<file path="src/rtl/sequenciador_execucao.sv">
// rtl/sequenciador_execucao.sv - multi-cycle fetch/decode/execute/memory/writeback sequencer
`timescale 1ns/1ps
module sequenciador_execucao #(
  parameter int MAX_ESPERA = 15,
  parameter int LARG_CONT  = 16
) (
  input  logic                 clk,
  input  logic                 reset,
  input  logic                 run,
  input  logic                 step,
  input  logic                 halt_req,
  input  logic [6:0]           opcode,
  input  logic                 regWrite_uc,
  input  logic                 MemWrite_uc,
  input  logic                 mem_pronto,
  output logic                 ir_we,
  output logic                 pc_we,
  output logic                 reg_we,
  output logic                 mem_we,
  output logic                 mem_re,
  output logic [2:0]           estado,
  output logic                 parado,
  output logic                 ilegal,
  output logic [LARG_CONT-1:0] instr_count
);

  typedef enum logic [2:0] {
    PARADO = 3'd0,
    BUSCA  = 3'd1,
    DECOD  = 3'd2,
    EXEC   = 3'd3,
    MEM    = 3'd4,
    ESCR   = 3'd5,
    ERRO   = 3'd6
  } estado_t;

  estado_t    est;
  logic       step_q;
  logic [7:0] espera;
  logic       step_borda;
  logic       op_legal;
  logic       op_load;
  logic       op_store;

  assign step_borda = step & ~step_q;
  assign op_load    = (opcode == 7'b0000011);
  assign op_store   = (opcode == 7'b0100011);

  always_comb begin
    op_legal = 1'b0;
    case (opcode)
      7'b0110011, 7'b0010011, 7'b0000011, 7'b0100011,
      7'b1100011, 7'b1101111, 7'b1100111, 7'b0110111: op_legal = 1'b1;
      default: op_legal = 1'b0;
    endcase
  end

  always_ff @(posedge clk or negedge reset) begin
    if (!reset) begin
      est         <= PARADO;
      step_q      <= 1'b0;
      espera      <= 8'd0;
      instr_count <= '0;
    end else begin
      step_q <= step;
      case (est)
        PARADO: if (step_borda || (run && !halt_req)) est <= BUSCA;
        BUSCA:  est <= DECOD;
        DECOD:  est <= op_legal ? EXEC : ERRO;
        EXEC: begin
          espera <= 8'd0;
          est    <= (op_load || op_store) ? MEM : ESCR;
        end
        MEM: begin
          // espera counts low cycles already seen; the MAX_ESPERA-th low cycle traps
          if (!op_load || mem_pronto) begin
            est <= ESCR;
          end else begin
            espera <= espera + 8'd1;
            if (espera == 8'(MAX_ESPERA - 1)) est <= ERRO;
          end
        end
        ESCR: begin
          instr_count <= instr_count + LARG_CONT'(1);
          est         <= (halt_req || !run) ? PARADO : BUSCA;
        end
        ERRO:    est <= ERRO;
        default: est <= PARADO;
      endcase
    end
  end

  assign estado = est;
  assign parado = (est == PARADO);
  assign ilegal = (est == ERRO);
  assign ir_we  = (est == BUSCA);
  assign pc_we  = (est == ESCR);
  assign reg_we = (est == ESCR) && regWrite_uc;
  assign mem_we = (est == MEM) && op_store && MemWrite_uc;
  assign mem_re = (est == MEM) && op_load;

endmodule

</file>
<file path="config.mk">
export PLATFORM = sky130hd
export DESIGN_NAME = sequenciador_execucao
export DESIGN_NICKNAME = d
export VERILOG_FILES = /design/src/rtl/sequenciador_execucao.sv
export SDC_FILE = /design/constraint.sdc
export NUM_CORES = 1
export LEC_CHECK = 0
export CORE_MARGIN = 2
export CORE_UTILIZATION = 51
export CTS_CLUSTER_DIAMETER = 150
export DETAILED_ROUTE_END_ITERATION = 10
export PLACE_DENSITY = 0.82
export SYNTH_ARGS = -nofsm -noshare
export SYNTH_HDL_FRONTEND = slang
export SYNTH_SLANG_ARGS = --single-unit
</file>
<file path="constraint.sdc">
create_clock -name clk -period 4.1 [get_ports clk]
set_input_delay 0.82 -clock clk [delete_from_list [all_inputs] [get_ports clk]]
set_output_delay 0.82 -clock clk [all_outputs]
set_load 0.005 [all_outputs]
</file>
==> results_dict.tcl <==
set metrics [dict create \
    period_share_pct 80.7 \
    area_growth_pct 31.1 \
    via_per_inst 5.67 \
    synth.lib_cells_used.distinct 41 \
    ys.flop_type "dfrtp_1" \
    dieHeight_um 58.3 \
    place.gp.congestion 0.945 \
    avgSynthCellArea_um2 9.90 \
    core_area_um2 2780 \
    first_pass_iters 4 \
    clockBufferDepth 2 \
    grt_pass1_vias 1206 \
    ys_seq_area_share_pct 46.6 \
    cts_made_buffers 3 \
    hpwlAfterDp_um 2340 \
    r2r.worst_path.cells 4 \
    dieArea_um2 3400 \
    hp-class "reg -> reg" \
    synth-edff-count 0 \
    r2r_slack_ns 1.93 \
    p_leak_nw 0.845 \
    vias 1259 \
    drt-total-wl_um 3170 \
    r2r_end "espera[5]" \
    antenna_cells 0 \
    hold_viol 0 \
    clkSinkCount 28 \
    antenna_found_initial 0 \
    period_minus_slack_ns 3.31 \
    wl_per_cell_um 14.3 \
    path_clk_slew_ns 0.16 \
    final.setup.tns_ns 0 \
    holdPathEnd "instr_count[15]" \
    ir_drop_mv 0.376 \
    drtIter0Drc 79 \
    worstSetupPathType "in -> out" \
    cp_cell_sequence "clkdlybuf4s50_1 -> and4bb_2 -> nand3_1 -> nor3_1 -> clkdlybuf4s50_1" \
    yosysTopAreaCellShare_pct 46.6 \
    rows 19 \
    fin_worst_skew_ns 0.00552 \
    ys_ff_latch 28 \
    grt_pass1_wl_um 5510 \
    setup_viol 0 \
    holdWs_ns 0.487 \
    outcome "completed" \
    worst_slew_pin_slew_ns 0.509 \
    min-delay-start "instr_count[15]" \
    postCtsResizedCells 0 \
    ys_top_cells_by_count "28 x dfrtp_1, 12 x nand2_1, 12 x xnor2_1, 10 x a21oi_1" \
    syn-instance-count 152 \
    synth_most_common_cell "dfrtp_1" \
    fmax_ghz 0.302 \
    postRouteAntennaNets 0 \
    yosysWarnings 0 \
    whs_path_depth 1 \
    crit_top_cell "clkdlybuf4s50_1" \
    synth_area_um2 1510 \
    post-cts-setup-buffers 0 \
    overflow 0 \
    drc_errors 0 \
    r2r-start "estado[0]" \
    slew_violations 0 \
    synth-async-reset-ratio_pct 100 \
    crit_arrival_ns 2.49 \
    grt_setup_unrepaired "no" \
    pwr_density_cell_nw_per_um2 430 \
    cp_max_fo 4 \
    die_w_um 58.3 \
    cts_hold_buf 0 \
    synthesis.nets 170 \
    critPathMaxStageDelay_ns 0.53 \
    yosysTopAreaCell "dfrtp_1" \
    synthTopCellsByArea "dfrtp_1 47%, xnor2_1 7.0%, and3_1 3.7%, a21oi_1 3.3%, nand3_1 3.0%" \
    max_cap_violations 0 \
    grt_max_degree 29 \
    end_kind "output port" \
    drive_gt1_share_pct 5.76 \
    cpMaxStageDelayCell "clkdlybuf4s50_1" \
    pin_count 41 \
    gr-usage-all-layers_pct 20.4 \
    initial_utilization_pct 54.1 \
    clock-root-buffer "clkbuf_4" \
    cts_max_level 1 \
    tritoncts "yes" \
    nNetsFinal 210 \
    cp-start-kind "input pin" \
    worst_skew_pair.late_latency_ns 0.32 \
    port-buffer-count 40 \
    cp.required_ns 3.28 \
    max-slew-margin-rel_pct 66.0 \
]
layer usage:
layer  share of wire, %  track usage, %
met5                  0               0
met4                1.6            4.98
met3                3.5            3.08
met2                 48            32.6
met1                 47            29.4
cell type report:
type                       count  area, µm²
inverter                       9       33.8
sequential                    28        701
clock buffer                   3       22.5
clock inverter                 1       30.0
tap                           31       38.8
multi-input combinational    109        739
fill                         215        808
timing repair buffer          41        408
placed cells by master (no fill, tap or decap), drive strengths merged, types with 2 or more instances in the layout:
master         Yosys  layout
nor2b              2       2
or4                3       3
and2               2       2
clkbuf             1       3
o21ai              6       6
or3                2       2
inv                9       9
nand4              5       5
nand2b             2       2
ha                 3       3
xor2               3       3
nor3b              2       2
a21oi             10      10
o31ai              3       3
nor2               2       2
and4               2       2
and3               9       9
nand2             12      12
nor3               6       6
dfrtp             28      28
clkdlybuf4s50      0      40
nand3              9       9
xnor2             12      12
cells by family (layout without fill, tap and decap cells):
family / Yosys count / in the layout / synth area share [%]
AND/OR/NAND/NOR: 63 / 63 / 25.1
flip-flops: 28 / 28 / 46.6
AO/OA/AOI/OAI: 26 / 26 / 11.4
XOR/XNOR: 15 / 15 / 8.73
buffers and inverters: 15 / 54 / 4.32
adder cells (fa/ha/maj): 3 / 3 / 2.49
multiplexers: 2 / 2 / 1.41
state kept, by name (all words and copies together), names as in the netlist:
name and count:
instr_count 16, estado 3, espera 8, step_q 1
metrics by stage:
stage          total power, mW  utilization (%)  area [µm²]  setup slack [ns]  std cells
6_report                 0.848             70.9        1970             0.790        222
5_1_grt                  0.906             70.9        1970             0.663        222
4_1_cts                  0.857             70.9        1970             0.777        222
3_5_place_dp             0.671             69.1        1920             0.776        218
3_3_place_gp             0.663             69.1        1920             0.856        218
2_1_floorplan            0.525                -        1510              1.82        152
worst max-delay path by stage:
stage / from / endpoint / slack [ns] / cells after the start
floorplan: opcode[3] / mem_we / 1.82 / 3
global placement: opcode[2] / mem_we / 0.86 / 5
detailed placement: opcode[2] / mem_we / 0.78 / 5
global route: opcode[3] / mem_we / 0.66 / 5
finish: opcode[3] / mem_we / 0.79 / 5
CTS: opcode[3] / mem_we / 0.78 / 5
worst max-delay path, delay by kind of cell:
| family | cells | cell delay, ns |
|---|---|---|
| buffers and inverters | 2 | 0.97 |
| and+or+nand+nor | 3 | 0.71 |
power by group:
| part | switching, mW | internal, mW | total, mW |
|---|---|---|---|
| Sequential | 0.0705 | 0.313 | 0.384 |
| Combinational | 0.106 | 0.176 | 0.283 |
| Clock | 0.0828 | 0.0988 | 0.182 |
Note: power is estimated with default switching activity, not from simulation.
==> RTL edit: new RTL, config.mk and constraints unchanged <==
Reset style: synchronous (`reset`), changed in one clocked block.
--- a/src/rtl/sequenciador_execucao.sv
+++ b/src/rtl/sequenciador_execucao.sv
@@ -55,7 +55,7 @@
     endcase
   end
 
-  always_ff @(posedge clk or negedge reset) begin
+  always_ff @(posedge clk) begin
     if (!reset) begin
       est         <= PARADO;
       step_q      <= 1'b0;
Check against the original RTL: differs if reset is asserted again (counterexample within 4 cycles, from zero or initial values and one cycle with reset low); with reset held inactive, the same outputs for 10 cycles.
==> RTL edit against the original RTL <==
Non-clock buffer count stayed put; worst setup slack lost 0.22 ns; count of clock-buffer cells in the layout rose by 1; routed wire length grew 7.3%; synthesized cell count increased by 23%; sequential cell count unchanged; final area increased by 2.2%; sequential share of layout area down 7.7 points; area after synthesis is 4.7% higher; highest routed layer unchanged; cell count up 15%; hold slack better by 0.0060 ns.
Power is not compared: it rests on default switching activity, and its combinational part moved more than twofold at a synthesized area within 25%.
==> RTL edit: results (changes against the original RTL) <==
synth_area_leaders: "dfxtp_1 36%, and2_1 5.2%, nand3_1 4.1%"
firstDrtPassIters: 5  # +1
synth-adder-area-share_pct: 2.38  # -0.11 points
gp_congestion: 0.804  # -15%
finalNonFillerCells: 255  # +15%
hold-worst-slack_ns: 0.493  # +0.00601 ns
vias_per_cell: 5.90  # +4.1%
multi_input_area_um2: 947  # +28%
skew_ns: 0.00307  # -0.00245 ns
synth_xor_area_share_pct: 5.56  # -3.2 points
post_dp_cell_area_um2: 1980  # +3.1%
grt_pass1_vias: 1472  # +22%
min-delay-start: "instr_count[15]$_SDFFE_PN0P_"
dp.cells: 251  # +15%
synth-compound-area-share_pct: 13.1  # +1.7 points
grt_pass1_wl_um: 6020  # +9.3%
cp_max_fo: 5  # +1
synth_common_cells: "28 x dfxtp_1, 17 x nand2_1, 13 x and2_1, 13 x nand3_1, 9 x nor2_1"
nets: 241  # +15%
r2r_start: "estado[2]$_SDFFE_PN0P_"
postSynthCellCount: 187  # +23%
slowest_stage: "or4_4"
grt_max_degree: 22  # -24%
slowest_delay_ns: 0.57  # +0.04 ns
pre_cts_slack_ns: 0.578  # -0.198 ns
syn_nets: 205  # +21%
wire_per_inst_um: 13.3  # -6.6%
crit_family: "simple AND/OR/NAND/NOR gates"
status: "completed"
holdPathEnd: "instr_count[15]$_SDFFE_PN0P_"
grt_usage_pct: 21.5  # +1.1 points
synth-async-reset-ratio_pct: 0  # -100 points
==> RTL edit: cell types whose count changed after synthesis, moves of 6 or more <==
cell / delta
dfrtp_1: -28
dfxtp_1: +28
and2_1: +11
xnor2_1: -8
and3_1: -7
clkbuf_1: +7
nor2_1: +7
a21oi_1: -6
==> RTL edit: how the worst max path moves through the flow <==
stage | startpoint | endpoint | slack, ns | cells past startpoint
2_1_floorplan | opcode[2] | espera[5]$_SDFFE_PN0P_ | 1.50 | 6
3_3_place_gp | opcode[2] | mem_we | 0.60 | 5
3_5_place_dp | opcode[2] | mem_we | 0.58 | 5
4_1_cts | opcode[2] | mem_we | 0.56 | 5
5_1_grt | opcode[2] | mem_we | 0.47 | 5
6_report | opcode[2] | mem_we | 0.57 | 5
==> RTL edit: kinds of logic after synthesis <==
group | Yosys count
buffers and inverters | 16
AOI/OAI and AO/OA | 26
muxes | 6
adders and majority gates | 3
and+or+nand+nor | 98
DFF | 28
xor gates and xnor gates | 10
==> RTL edit: metal layers <==
metal | vias up | part of all wire (%) | track usage [%]
met5 | - | 0 | 0
met2 | 44 | 53 | 38.9
met4 | 0 | 0.85 | 9.21
met1 | 701 | 42 | 25.3
met3 | 4 | 4.2 | 2.40
li1 | 756 | - | -
==> RTL edit: cell type report <==
cell class / count / share of cell area (%)
sequential: 28 / 27.8
multi-input combinational: 143 / 47.0
tap: 33 / 2.05
timing repair buffer: 41 / 20.2
clock buffer: 4 / 1.80
inverter: 6 / 1.12
==> RTL edit: report_power, final <==
| group | internal [mW] | switching, mW | total, mW |
|---|---|---|---|
| clock network | 0.0544 | 0.0809 | 0.135 |
| registers | 0.282 | 0.0279 | 0.310 |
| logic | 0.0781 | 0.0526 | 0.131 |
